## src/rtl/pc_gen_unit.sv

```systemverilog
// Architectural PC holder and next-PC selector for the multi-cycle NPC core.
// Offers pc to fetch over valid/ready and advances only on an execute commit.
module pc_gen_unit #(
    parameter int              XLEN       = 32,
    parameter logic [XLEN-1:0] RESET_VAL  = 32'h80000000,
    parameter int              ALIGN_BITS = 2,
    parameter int              ILEN_BYTES = 4
) (
    input  logic            clk,
    input  logic            rst,
    output logic [XLEN-1:0] pc,
    output logic            pc_valid,
    input  logic            pc_ready,
    input  logic            commit_valid,
    input  logic            jump,
    input  logic            use_rs1,
    input  logic [XLEN-1:0] imm,
    input  logic [XLEN-1:0] rs1,
    input  logic            trap_valid,
    input  logic [XLEN-1:0] trap_vec,
    input  logic            mret_valid,
    input  logic [XLEN-1:0] mepc,
    output logic [XLEN-1:0] link_pc,
    output logic            misalign_err,
    output logic [XLEN-1:0] misalign_addr
);

    typedef enum logic [1:0] {IDLE, ISSUE, WAIT} state_t;

    localparam logic [XLEN-1:0] LOW_MASK = XLEN'((64'd1 << ALIGN_BITS) - 64'd1);
    localparam logic [XLEN-1:0] ILEN_INC = XLEN'(ILEN_BYTES);

    function automatic logic [XLEN-1:0] align_down(input logic [XLEN-1:0] a);
        return a & ~LOW_MASK;
    endfunction

    state_t          state, state_nxt;
    logic            commit_fire;
    logic [XLEN-1:0] jmp_base;
    logic [XLEN-1:0] jmp_sum;
    logic [XLEN-1:0] jmp_tgt;
    logic            jmp_misaligned;
    logic            take_misalign;
    logic [XLEN-1:0] next_pc;

    assign link_pc = pc + ILEN_INC;

    // Jump target: JALR clears bit0 before the alignment check.
    assign jmp_base       = use_rs1 ? rs1 : pc;
    assign jmp_sum        = jmp_base + imm;
    assign jmp_tgt        = use_rs1 ? {jmp_sum[XLEN-1:1], 1'b0} : jmp_sum;
    assign jmp_misaligned = |(jmp_tgt & LOW_MASK);

    assign commit_fire   = (state == WAIT) && commit_valid;
    assign take_misalign = !trap_valid && !mret_valid && jump && jmp_misaligned;

    always_comb begin
        next_pc = link_pc;
        if (trap_valid) begin
            next_pc = align_down(trap_vec);
        end else if (mret_valid) begin
            next_pc = align_down(mepc);
        end else if (jump) begin
            next_pc = jmp_misaligned ? align_down(trap_vec) : jmp_tgt;
        end
    end

    always_comb begin
        state_nxt = state;
        pc_valid  = 1'b0;
        unique case (state)
            IDLE:  state_nxt = ISSUE;
            ISSUE: begin
                pc_valid = 1'b1;
                if (pc_ready) state_nxt = WAIT;
            end
            WAIT:  if (commit_valid) state_nxt = ISSUE;
            default: state_nxt = IDLE;
        endcase
    end

    always_ff @(posedge clk) begin
        if (rst) begin
            state         <= IDLE;
            pc            <= RESET_VAL;
            misalign_err  <= 1'b0;
            misalign_addr <= '0;
        end else begin
            state        <= state_nxt;
            misalign_err <= commit_fire && take_misalign;
            if (commit_fire) begin
                pc <= next_pc;
                if (take_misalign) misalign_addr <= jmp_tgt;
            end
        end
    end

endmodule
```

## config.mk

```make
export PLATFORM = sky130hd
export DESIGN_NAME = pc_gen_unit
export DESIGN_NICKNAME = d
export VERILOG_FILES = /design/src/rtl/pc_gen_unit.sv
export SDC_FILE = /design/constraint.sdc
export NUM_CORES = 1
export LEC_CHECK = 0
export ABC_AREA = 1
export BUFFER_PORTS_ARGS = -buffer_cell sky130_fd_sc_hd__buf_4
export CAP_MARGIN = 20
export CORE_AREA = 2 2 145 147
export CTS_CLUSTER_SIZE = 24
export DETAILED_ROUTE_END_ITERATION = 7
export DIE_AREA = 0 0 147 149
export PLACE_DENSITY = 0.66
export SYNTH_ARGS = -nofsm -noshare
export SYNTH_HDL_FRONTEND = slang
export SYNTH_SLANG_ARGS = --single-unit
```

## constraint.sdc

```tcl
create_clock -name clk -period 4.8 [get_ports clk]
set_input_delay 0.24 -clock clk [delete_from_list [all_inputs] [get_ports clk]]
set_output_delay 0.24 -clock clk [all_outputs]
set_load 0.03 [all_outputs]
```

==> flow_summary.json <==
{
  "total_power_mw": 1.90,
  "area_growth_pct": 32.0,
  "timing.fmax_mhz": 316,
  "vias_per_cell": 5.00,
  "swShare_pct": 38.8,
  "path_clk_slew_ps": 70,
  "critical_path_class": "reg -> reg",
  "postCtsSetupBuffers": 0,
  "grt_pass1_vias": 8108,
  "num_vias": 8828,
  "clk_path_buf_depth": 2,
  "worst_pin_slew_ps": 893,
  "syn-cell-area_um2": 7050,
  "crit_path_start_kind": "flip-flop",
  "die_h_um": 149,
  "hold_buffers": 0,
  "seqPwrFrac_pct": 30.5,
  "final.setup.worst_slack_ps": 1640,
  "status": "finished clean",
  "clock_latency_ps": 360,
  "cts-resized-gates": 0,
  "ant_nets": 0,
  "place_ws_ps": 1260,
  "fin_tns_setup_ps": 0,
  "p_int_mw": 1.16,
  "r2r_cells": 12,
  "slowest_delay_ps": 680,
  "die_w_um": 147,
  "clkPwrFrac_pct": 35.1,
  "syn_inst": 1279,
  "synth_area_per_cell_um2": 5.51,
  "synth_top_family_by_area": "simple AND/OR/NAND/NOR gates",
  "drt_iter0_drc": 666,
  "fillerInstances": 2241,
  "cap_viol_max_count": 0,
  "reg2reg_slack_ps": 1640,
  "fin_crit_sh_pct": 65.9,
  "post-route-drc-count": 0,
  "synthMuxAreaShare_pct": 0,
  "synth-xor-area-share_pct": 4.06,
  "synth-simple-area-share_pct": 39.5,
  "cts-root-buf": "clkbuf_16",
  "path_cells": "inv_1, o21ai_0, ha_1, inv_1, fa_1, nand2_1, nor2_1, buf_4, nand3_1, nand2_1, nand2_1, a21oi_1",
  "synth_cell_types": 40,
  "synth_seq_cells": 67,
  "cts_inserted_buffers": 9,
  "cts_max_level": 3,
  "cp.required_ps": 5090,
  "reg2reg_to": "pc[18]",
  "relSlewSlack_pct": 40.3,
  "overflow": 0,
  "whs_endpoint": "state[0]",
  "fp-row-count": 53,
  "power_density_nw_per_um2": 204,
  "hold_path_depth": 2,
  "hp-start": "commit_valid",
  "comb_power_share_pct": 34.4,
  "peakVddDrop_mv": 0.180,
  "grt_start_max_net_pins": 63,
  "final_common_cell": "nand2_1",
  "cts_sinks": 67,
  "min_period_ps": 3160,
  "hp-class": "in -> reg",
  "port_buffers": 229,
  "dr.pass1.iters": 5,
  "finClkSkew_ps": 9.37,
  "die_area_um2": 21900,
  "hold_viol_final": 0,
  "grt_antenna_before_repair": 1,
  "syn-num-nets": 1448,
  "grt_util_all_layers_pct": 26.1,
  "hpwl_mm": 23.6,
  "final-max-slew-violation-count": 0,
  "rr_startpoint": "pc[0]",
  "cpMostUsedCell": "nand2_1",
  "cts_tree": "built",
  "synth_compound_area_share_pct": 17.1,
  "slowest_stage": "nor2_1",
  "crit_fanout": 15,
  "synth_fa_ha_area_share_pct": 5.96,
  "ys_seq_area_share_pct": 19.0,
  "setup_viol": 0,
  "gp_congestion": 0.949,
  "drive_above_1_share_pct": 19.2,
  "power.net_switching_mw": 0.736,
  "rsz0062_at_grt": "false",
  "grt_pass1_wl_mm": 43.9,
  "p_leak_nw": 5.08,
  "arrival_ps": 3450,
  "core_area_um2": 20600,
  "critPathCaptureType": "flip-flop",
  "yosys_warnings": 0,
  "wl_per_cell_um": 16.7,
  "initial_utilization_pct": 34.3,
  "drt_wl_total_mm": 29.4,
  "final_nets": 1651,
  "io_pins": 234,
  "final_cell_mix": "nand2_1, buf_4, inv_1"
}
==> synth_stat cells, drive strengths merged <==
| cell | number | area (µm²) |
|---|---|---|
| nand2 | 451 | 1710 |
| inv | 220 | 826 |
| nor2 | 115 | 477 |
| o21ai | 81 | 405 |
| a21oi | 70 | 350 |
| nand3 | 69 | 350 |
| dfxtp | 67 | 1340 |
| ha | 32 | 400 |
| clkbuf | 31 | 116 |
| xor2 | 29 | 269 |
| o22ai | 21 | 131 |
| o211ai | 19 | 143 |
| nor3 | 16 | 106 |
| buf | 12 | 63.8 |
| a211oi | 9 | 67.6 |
| and2 | 6 | 37.5 |
| nand4 | 6 | 37.5 |
| o21bai | 6 | 45.0 |
| nand3b | 4 | 30.0 |
| o221ai | 3 | 26.3 |
| a21o | 2 | 15.0 |
| nor3b | 2 | 25.0 |
| or2 | 2 | 12.5 |
| xnor2 | 2 | 17.5 |
| clkinv | 1 | 3.75 |
| fa | 1 | 20.0 |
| o211a | 1 | 10.0 |
| o221a | 1 | 11.3 |
==> state kept, by name, summed over array words and instances, names as in the netlist <==
register	cells
misalign_addr	32
misalign_err	1
pc	32
state	2
==> cells by family after synthesis <==
group,count (synthesis)
AND/OR/NAND/NOR,671
buffers and inverters,264
AO/OA/AOI/OAI,213
flip-flops,67
adder cells (fa/ha/maj),33
XOR/XNOR,31
==> per-stage QoR <==
stage / utilization [%] / instance area (µm²) / hold slack, ps / std cells
after global routing: 45.3 / 9310 / 132 / 1763
after CTS: 45.0 / 9250 / 134 / 1760
final: 45.3 / 9310 / 142 / 1764
after floorplan: - / 7050 / 378 / 1279
after detailed placement: 43.6 / 8970 / 484 / 1744
after global placement: 43.6 / 8970 / 479 / 1744
==> area by class of cell <==
class | count | area (µm²) | share of cell area [%]
Clock buffer | 9 | 225 | 2.42
Antenna cell | 2 | 5.00 | 0.0537
Sequential cell | 67 | 1340 | 14.4
Inverter | 221 | 830 | 8.91
Multi-Input combinational cell | 948 | 4700 | 50.5
Clock inverter | 7 | 58.8 | 0.632
Timing Repair Buffer | 235 | 1800 | 19.4
Tap cell | 275 | 344 | 3.70
==> power by group through the flow <==
| stage | Sequential [mW] | Combinational [mW] | Clock (mW) |
|---|---|---|---|
| final | 0.578 | 0.652 | 0.665 |
| after global routing | 0.579 | 0.719 | 0.690 |
| after detailed placement | 0.590 | 0.636 | 0 |
| after floorplan | 0.601 | 0.372 | 0 |
| after global placement | 0.590 | 0.636 | 0 |
| after CTS | 0.578 | 0.640 | 0.671 |
==> critical path: cells and delay by family (launching register included) <==
kind / cells / cell delay (ps)
AO/OA/AOI/OAI: 2 / 270
adder cells (fa/ha/maj): 2 / 720
buffers and inverters: 3 / 510
flip-flops: 1 / 360
AND/OR/NAND/NOR: 5 / 1220
==> worst max path at each step <==
stage	startpoint	cells after the start	slack, ps	endpoint
2_1_floorplan	use_rs1	17	2330	pc[19]
3_3_place_gp	use_rs1	12	1320	misalign_addr[31]
3_5_place_dp	use_rs1	12	1260	misalign_addr[31]
4_1_cts	use_rs1	12	1630	misalign_addr[31]
5_1_grt	use_rs1	12	1400	misalign_addr[31]
6_report	pc[0]	12	1640	pc[18]
==> routing by layer <==
layer  part of all wire, %  vias to the layer above  track usage, %
met2                    47                      338            43.1
met3                   6.3                       51            3.98
met4                   3.1                        0            10.4
met5                     0                        -               0
li1                      -                     4447               -
met1                    44                     3992            34.2
Note: power is estimated with default switching activity, not from simulation.
